$ cat src/rtl/mem_stage.sv
// -----------------------------------------------------------------------------
// mem_stage -- memory-access stage of a five-stage in-order pipeline.
//
// Accepts one instruction from EX, waits for the data-SRAM response owed by a
// load or store, extends load data, and hands the result to WB. A cancel
// counter tracks SRAM responses that are still in flight for instructions
// killed by an exception flush, so that those late responses are discarded
// and never mistaken for the data of a younger instruction.
//
// Ports
//   clk, reset                 clock, asynchronous active-high reset
//   es_to_ms_valid / ms_allowin  EX->MEM handshake
//   es_pc, es_result           PC and ALU result / load address
//   es_rf_we, es_rf_waddr      register write enable and destination
//   es_res_from_mem            instruction is a load
//   es_mem_req                 an SRAM request was issued, a response is owed
//   es_ld_op                   {ld_w, ld_h, ld_hu, ld_b, ld_bu}
//   es_except                  exception vector, carried to WB
//   data_sram_data_ok/_rdata   SRAM response handshake and read data
//   except_flush               WB exception / ertn flush
//   ws_allowin / ms_to_ws_valid  MEM->WB handshake
//   ms_pc, ms_final_result, ms_rf_we, ms_rf_waddr, ms_except  payload to WB
//   ms_rf_collect              {ld_pending, we, waddr, result} for ID
// -----------------------------------------------------------------------------
module mem_stage #(
    parameter int CNT_W = 2
) (
    input  logic        clk,
    input  logic        reset,
    input  logic        es_to_ms_valid,
    output logic        ms_allowin,
    input  logic [31:0] es_pc,
    input  logic [31:0] es_result,
    input  logic        es_rf_we,
    input  logic [4:0]  es_rf_waddr,
    input  logic        es_res_from_mem,
    input  logic        es_mem_req,
    input  logic [4:0]  es_ld_op,
    input  logic [15:0] es_except,
    input  logic        data_sram_data_ok,
    input  logic [31:0] data_sram_rdata,
    input  logic        except_flush,
    input  logic        ws_allowin,
    output logic        ms_to_ws_valid,
    output logic [31:0] ms_pc,
    output logic [31:0] ms_final_result,
    output logic        ms_rf_we,
    output logic [4:0]  ms_rf_waddr,
    output logic [15:0] ms_except,
    output logic [38:0] ms_rf_collect
);

    // At most two responses can be orphaned at once (one in MEM, one in EX).
    localparam logic [CNT_W:0] CNT_MAX = (CNT_W + 1)'(2);

    logic             ms_valid_r;
    logic [31:0]      pc_r;
    logic [31:0]      result_r;
    logic             rf_we_r;
    logic [4:0]       rf_waddr_r;
    logic             res_from_mem_r;
    logic             mem_req_r;
    logic [4:0]       ld_op_r;
    logic [15:0]      except_r;
    logic             data_got_r;
    logic [31:0]      rdata_buf_r;
    logic [CNT_W-1:0] cnt_r;

    logic             resp_acc_s;
    logic             ready_go_s;
    logic             load_s;
    logic             orph_ms_s;
    logic             orph_es_s;
    logic             dec_s;
    logic [CNT_W:0]   inc_s;
    logic [CNT_W:0]   cnt_sum_s;
    logic [CNT_W-1:0] cnt_nxt_s;
    logic [31:0]      ld_data_s;
    logic [7:0]       byte_s;
    logic [15:0]      half_s;
    logic [31:0]      ext_s;
    logic [31:0]      final_s;
    logic             ld_pending_s;

    // Handshake: a response belongs to MEM only when no cancelled ones are ahead of it.
    always_comb begin
        resp_acc_s = data_sram_data_ok & (cnt_r == {CNT_W{1'b0}});
        ready_go_s = ~mem_req_r | data_got_r | resp_acc_s;
        ms_allowin = ~ms_valid_r | (ready_go_s & ws_allowin);
        ms_to_ws_valid = ms_valid_r & ready_go_s & ~except_flush;
        load_s = es_to_ms_valid & ms_allowin;
    end

    // Stage valid bit: flush kills the instruction, otherwise refill when allowed.
    always_ff @(posedge clk or posedge reset) begin
        if (reset) begin
            ms_valid_r <= 1'b0;
        end else if (except_flush) begin
            ms_valid_r <= 1'b0;
        end else if (ms_allowin) begin
            ms_valid_r <= es_to_ms_valid;
        end else begin
            ms_valid_r <= ms_valid_r;
        end
    end

    // Payload registers: load only on a real transfer so WB sees stable data while stalled.
    always_ff @(posedge clk or posedge reset) begin
        if (reset) begin
            pc_r           <= 32'h0000_0000;
            result_r       <= 32'h0000_0000;
            rf_we_r        <= 1'b0;
            rf_waddr_r     <= 5'd0;
            res_from_mem_r <= 1'b0;
            mem_req_r      <= 1'b0;
            ld_op_r        <= 5'd0;
            except_r       <= 16'h0000;
        end else if (load_s) begin
            pc_r           <= es_pc;
            result_r       <= es_result;
            rf_we_r        <= es_rf_we;
            rf_waddr_r     <= es_rf_waddr;
            res_from_mem_r <= es_res_from_mem;
            mem_req_r      <= es_mem_req;
            ld_op_r        <= es_ld_op;
            except_r       <= es_except;
        end else begin
            pc_r           <= pc_r;
            result_r       <= result_r;
            rf_we_r        <= rf_we_r;
            rf_waddr_r     <= rf_waddr_r;
            res_from_mem_r <= res_from_mem_r;
            mem_req_r      <= mem_req_r;
            ld_op_r        <= ld_op_r;
            except_r       <= except_r;
        end
    end

    // Response capture: hold SRAM data while WB stalls so it is not lost.
    always_ff @(posedge clk or posedge reset) begin
        if (reset) begin
            data_got_r  <= 1'b0;
            rdata_buf_r <= 32'h0000_0000;
        end else if (load_s | except_flush) begin
            data_got_r  <= 1'b0;
            rdata_buf_r <= rdata_buf_r;
        end else if (ms_valid_r & mem_req_r & ~data_got_r & resp_acc_s) begin
            data_got_r  <= 1'b1;
            rdata_buf_r <= data_sram_rdata;
        end else begin
            data_got_r  <= data_got_r;
            rdata_buf_r <= rdata_buf_r;
        end
    end

    // Cancel counter next value: orphaned responses on flush, minus one discarded response.
    always_comb begin
        orph_ms_s = ms_valid_r & mem_req_r & ~data_got_r & ~resp_acc_s;
        orph_es_s = es_to_ms_valid & es_mem_req;
        if (except_flush) begin
            inc_s = {{CNT_W{1'b0}}, orph_ms_s} + {{CNT_W{1'b0}}, orph_es_s};
        end else begin
            inc_s = {(CNT_W + 1){1'b0}};
        end
        dec_s = data_sram_data_ok & (cnt_r != {CNT_W{1'b0}});
        cnt_sum_s = {1'b0, cnt_r} + inc_s - {{CNT_W{1'b0}}, dec_s};
        if (cnt_sum_s > CNT_MAX) begin
            cnt_nxt_s = CNT_MAX[CNT_W-1:0];
        end else begin
            cnt_nxt_s = cnt_sum_s[CNT_W-1:0];
        end
    end

    // Cancel counter register.
    always_ff @(posedge clk or posedge reset) begin
        if (reset) begin
            cnt_r <= {CNT_W{1'b0}};
        end else begin
            cnt_r <= cnt_nxt_s;
        end
    end

    // Load extension; same-cycle response bypasses the capture buffer.
    always_comb begin
        if (data_got_r) begin
            ld_data_s = rdata_buf_r;
        end else begin
            ld_data_s = data_sram_rdata;
        end
        case (result_r[1:0])
            2'd0:    byte_s = ld_data_s[7:0];
            2'd1:    byte_s = ld_data_s[15:8];
            2'd2:    byte_s = ld_data_s[23:16];
            2'd3:    byte_s = ld_data_s[31:24];
            default: byte_s = 8'h00;
        endcase
        if (result_r[1]) begin
            half_s = ld_data_s[31:16];
        end else begin
            half_s = ld_data_s[15:0];
        end
        case (ld_op_r)
            5'b10000: ext_s = ld_data_s;
            5'b01000: ext_s = {{16{half_s[15]}}, half_s};
            5'b00100: ext_s = {16'h0000, half_s};
            5'b00010: ext_s = {{24{byte_s[7]}}, byte_s};
            5'b00001: ext_s = {24'h000000, byte_s};
            default:  ext_s = ld_data_s;
        endcase
        if (res_from_mem_r) begin
            final_s = ext_s;
        end else begin
            final_s = result_r;
        end
        ld_pending_s = ms_valid_r & res_from_mem_r & ~ready_go_s;
    end

    // Forwarding bundle is zeroed when the stage is empty so ID never matches stale data.
    always_comb begin
        if (ms_valid_r) begin
            ms_rf_collect = {ld_pending_s, rf_we_r, rf_waddr_r, final_s};
        end else begin
            ms_rf_collect = {ld_pending_s, 38'd0};
        end
    end

    assign ms_pc           = pc_r;
    assign ms_final_result = final_s;
    assign ms_rf_we        = rf_we_r;
    assign ms_rf_waddr     = rf_waddr_r;
    assign ms_except       = except_r;

endmodule

$ cat config.mk
export PLATFORM = sky130hd
export DESIGN_NAME = mem_stage
export DESIGN_NICKNAME = d
export VERILOG_FILES = /design/src/rtl/mem_stage.sv
export SDC_FILE = /design/constraint.sdc
export NUM_CORES = 1
export LEC_CHECK = 0
export ABC_AREA = 1
export CAP_MARGIN = 30
export CORE_ASPECT_RATIO = 1.1
export CORE_UTILIZATION = 40
export DETAILED_ROUTE_END_ITERATION = 8
export GPL_ROUTABILITY_DRIVEN = 0
export HOLD_SLACK_MARGIN = 0.03
export PLACE_DENSITY = 0.85
export SETUP_SLACK_MARGIN = 0.05
export SKIP_LAST_GASP = 1
export SLEW_MARGIN = 5
export SYNTH_ARGS = -nofsm -noshare
export SYNTH_HDL_FRONTEND = slang
export SYNTH_SLANG_ARGS = --single-unit
$ cat constraint.sdc
create_clock -name clk -period 4.7 [get_ports clk]
set_clock_uncertainty 0.2 [all_clocks]
set_input_delay 0.94 -clock clk [delete_from_list [all_inputs] [get_ports clk]]
set_output_delay 0.94 -clock clk [all_outputs]
set_load 0.005 [all_outputs]
### Word level (Yosys, flattened, before mapping)

Index checks and enable logic that the tools add are counted.

* output and inout bits: 127
* logic and storage cells: 65
* ROM bits: 0
* input port bits: 131
* bits in latches: 0
* RAM bits: 0
* register bits after elaboration: 129
* memories: 0

* multipliers: 0
* eq/ne operators: 7
* magnitude comparators: 1
* bitwise gates (word level): 24
* div/mod/pow operators: 0
* add/subtract/negate cells: 3
* shifts and indexed selects: 0
* reduce and logical (&&, ||, !) cells: 6
* mux-type cells: 12

Operators by type and width (number)
* $pmux 32 s4: 1
* $mux 32: 2
* $mux 38: 1
* $pmux 8 s4: 1
* $mux 16: 1
* $and 1x1->1: 13
* $not 1->1: 7
* $reduce_bool 2->1: 3
* $eq 5x1->1 const B: 1
* $eq 5x2->1 const B: 1
* $eq 5x3->1 const B: 1
* $eq 5x4->1 const B: 1
* $eq 2x2->1 const B: 2
* $logic_not 2->1: 2
* $mux 1: 4
* $mux 2: 2
* $or 1x1->1: 4
* $add 2x3->3: 1
* $gt 3x2->1 const B: 1
* $sub 3x1->3: 1
* $add 1x1->2: 1
* $eq 2x1->1 const B: 1
* $reduce_and 2->1: 1

### Depth between registers and ports, before layout

* depth after elaboration: 10
* depth in mapped cells: 15
* gate-level depth less buffers: 15

### Worst setup path before layout

Ideal clock, no wire load.

* kind: input-to-reg
* start point: input port es_to_ms_valid
* end point: register cnt_r[0]
* required time: 4.428 ns
* setup time: 0.072 ns
* arrival: 3.199 ns
* path buffers: 3
* cell stages on the path: 14
* setup slack: 1.229 ns
* cell sequence: clkbuf_1 > clkbuf_1 > buf_1 > nand2_1 > inv_1 > ha_1 > nand2_1 > ha_1 > inv_1 > ha_1 > fa_1 > a21oi_1 > o21ai_0 > nor2_1

* word-level cells in the longest chain between the ends: 7

Ends and longest elaborated chain
* start, declared: RTL line 30 `input logic es_to_ms_valid,`
* $and 1x1->1 *: RTL line 159 `orph_es_s = es_to_ms_valid & es_mem_req;`
* $add 1x1->2 *: RTL line 161 `inc_s = {{CNT_W{1'b0}}, orph_ms_s} + {{CNT_W{1'b0}}, orph_es_s};`
* $mux 2 *: RTL line 160 `if (except_flush) begin`
* $add 2x3->3 *: RTL line 166 `cnt_sum_s = {1'b0, cnt_r} + inc_s - {{CNT_W{1'b0}}, dec_s};`
* $sub 3x1->3 *: RTL line 166
* $gt 3x2->1: RTL line 167 `if (cnt_sum_s > CNT_MAX) begin`
* $mux 2 *: RTL line 167
* named net cnt_nxt_s[0]: RTL line 77 `logic [CNT_W-1:0] cnt_nxt_s;`
* end signal, assigned: RTL line 177 `cnt_r <= {CNT_W{1'b0}};`
* end signal, assigned: RTL line 179 `cnt_r <= cnt_nxt_s;`
* end, declared: RTL line 67 `logic [CNT_W-1:0] cnt_r;`

Mark *: on every way through the listed nets, which the timed path passes. The rest lies on a longest branch.
A chain may end at the register's enable or synchronous reset.

### Worst setup path after layout

* start point: input port data_sram_rdata[23]
* end point: output port ms_rf_collect[14]

* word-level cells in the longest chain between the ends: 5

Ends and longest elaborated chain
* start, declared: RTL line 41 `input logic [31:0] data_sram_rdata,`
* $mux 32: RTL line 185 `if (data_got_r) begin`
* $pmux 8 s4: RTL line 190 `case (result_r[1:0])`
* $pmux 32 s4: RTL line 202 `case (ld_op_r)`
* $mux 32: RTL line 210 `if (res_from_mem_r) begin`
* $mux 38: RTL line 220 `if (ms_valid_r) begin`
* end, declared: RTL line 50 `output logic [38:0] ms_rf_collect`

No other way between the ends.

==> reports/qor.txt <==
setup_tns - 0 ns
setup violators final - 0
power per cell area - 401 nW/um^2
clk sinks - 129
flop2flop setup slack - 1.53 ns
row count - 51
Mapped Cells - 1060
DR WL/cell - 16.4 microns
status - complete, no violations
slowest cell delay on critical path - 0.54 ns
ys async rst share - 100%
cell family with most CP delay - buffers and inverters
Slew headroom - 40.4%
clock root buffer - clkbuf_16
Seq cells post-synth - 129
Final Hold Fails - 0
sequential fraction of the synthesis area - 43.8%
WP buf/inv - 3
CTS H-Tree Depth - 4
pins over their slew limit - 0
number of synthesized flops with an enable pin - 0
CTS clk-pin slew, worst paths - 0.06 ns
wirelength, routed - 25300 microns
via/cell ratio - 5.12
CP most frequent cell - nand2_1
DRC Markers - 0
hold crit path type - reg2reg
Worst Path Required - 3.56 ns
first-pass GRT wire length - 39800 microns
ys flop type - dfrtp_1
initial antenna violation count - 0
diodes inserted - 0
Overflow after GRT - 0
Die ar. - 19000 sq um
CP max stage cell - clkdlybuf4s50_1
share of the synthesized area in the top cell type - 43.8%
leakage power - 5.45 nW
GRT Overall Usage - 27.0%
Starting Density - 41.2%
area growth from synthesis to layout - 45.3%
cell area after synthesis - 7370 sq um
PostCTS Resize Cnt - 0
layout cell share with drive strength beyond 1 - 6.53%
post-synth cell types - 32
unrepaired setup endpoints after global routing - no
dpl ws - 0.445 ns
crit path cell chain - clkdlybuf4s50_1, nand2_1, nand2_1, nand2_1, nand2_1, inv_1, nand2_2, nand3_4, nand2_1, nand2_1, a21oi_1, clkdlybuf4s50_1
kind of critical path - in2out
critical path peak fanout - 24
PortBufs - 257
1st-iter DRT viols - 713
Period minus WS final - 4.26 ns
Syn Nets - 1196
CTS Hold Bufs - 0
Syn. warnings - 0
worst skew pair latency - 0.42 ns
endpoint class of the critical path - primary output
largest net degree at the start of global routing - 84
postcts setup bufs - 0
TritonCTS clock tree - built
Fmax - 235 MHz
Synth area leader - dfrtp_1
Die H - 144 microns
Core Area - 17900 sq um
synth top area cells - dfrtp_1 44%, nand2_1 21%, nand3_1 9.3%, inv_1 5.4%, o21ai_0 3.1%
Post-DRT Antenna Nets - 0
number of global-route vias before repair - 7617
fill count - 1588
Max Cap Violations - 0
final-stage net count - 1424
TritonCTS Buffers - 17
clk buf depth - 2
Slew @ Worst Pin - 0.893 ns
hpwl dp - 18400 microns
Tcrit/Tclk final - 90.6%
Die X - 131 microns
Boundary Pins - 258
DRT Pass-1 Iters - 6
crit path launch type - primary input
setup ws final - 0.442 ns
peak supply drop - 0.000267 V
CP Data Arrival Time - 3.12 ns
mean post-synth cell area - 6.95 sq um
Vias - 7886
Yosys cell counts (4+ instances only):
cell and instances:
dfrtp_1 129, nand2_1 421, o21ai_1 6, ha_1 4, buf_4 7, o21a_1 5, or2_2 21, o211ai_1 8
clkbuf_1 31, nand3b_1 19, a21oi_1 23, inv_1 106, o21ai_0 46, nor2_1 47, nand3_1 137, nand4_1 5
buf_2 24, buf_6 4
report_power, final:
part	switching, mW	internal, mW	total, mW
logic	0.714	0.721	1.43
clock network	0.559	0.801	1.36
registers	0.148	1.35	1.49
total	1.42	2.87	4.29
worst min-delay path, cell delays in order (launching register included):
cell	delay, ns
dfrtp_1	0.34
nand2_1	0.05
nand2_1	0.05
metal layers:
layer	wire length [microns]	global-route usage, %	part of all wire, %	vias up
met5	0	0	0	-
li1	-	-	-	3774
met4	899	14.0	3.6	0
met3	2560	8.31	10	64
met1	9610	32.3	38	3613
met2	12200	43.9	48	435
path summary, 6_finish.rpt:
path / from / endpoint / depth (start not counted)
max: data_sram_rdata[23] / ms_rf_collect[14] / 12
min: result_r[30] / result_r[30] / 2
max reg2reg: data_got_r / cnt_r[0] / 13
min reg2reg: result_r[30] / result_r[30] / 2
max in group asynchronous: reset / result_r[26] / 3
min in group asynchronous: reset / result_r[5] / 2
stage by stage:
| stage | util [%] | cells | power, mW | area (sq um) | hold slack [ns] |
|---|---|---|---|---|---|
| floorplan | - | 1060 | 2.17 | 7370 | 0.241 |
| global placement | 56.3 | 1505 | 2.88 | 10100 | 0.255 |
| detailed placement | 56.6 | 1507 | 2.93 | 10100 | 0.258 |
| CTS | 59.9 | 1539 | 4.31 | 10700 | 0.275 |
| global route | 59.9 | 1539 | 4.53 | 10700 | 0.296 |
| finish | 59.9 | 1539 | 4.29 | 10700 | 0.274 |
cell families (layout without fill, tap and decap cells):
kind of cell,count (synthesis),after routing,share of synthesized area [%]
AND/OR/NAND/NOR,661,661,38.5
buffers and inverters,176,417,10.2
flip-flops,129,129,43.8
AO/OA/AOI/OAI,89,89,6.54
adder cells (fa/ha/maj),5,5,0.951
cells in the final DEF, fill, tap and decap left out, types with 3 or more instances in the layout:
master and instances:
clkdlybuf4s50_1 256, nor2_1 47, o21a_1 5, inv_8 3, buf_4 17, nand2_1 421
clkbuf_16 17, o21ai_0 46, inv_1 105, inv_6 5, nand3_1 136, a21oi_1 23
nand3b_1 19, ha_1 4, dfrtp_1 129, nand4_1 5, nor3_1 3, or2_2 21
o21ai_1 6, o211ai_1 8
area by class of cell:
class	instances	area (sq um)	share of cell area [%]
inverter	108	410	3.83
clock inverter	14	168	1.57
multi-input combinational	755	3410	31.8
sequential	129	3230	30.2
tap	238	298	2.78
clock buffer	18	429	4.01
timing repair buffer	277	2760	25.8
state kept, by name, indices dropped and copies added, names as in the netlist:
signal / count
res_from_mem_r: 1
cnt_r: 2
data_got_r: 1
result_r: 32
ms_valid_r: 1
mem_req_r: 1
rdata_buf_r: 32
ms_pc: 32
ld_op_r: 5
ms_rf_we: 1
ms_except: 16
ms_rf_waddr: 5
Power figures use the tool's default switching activity.
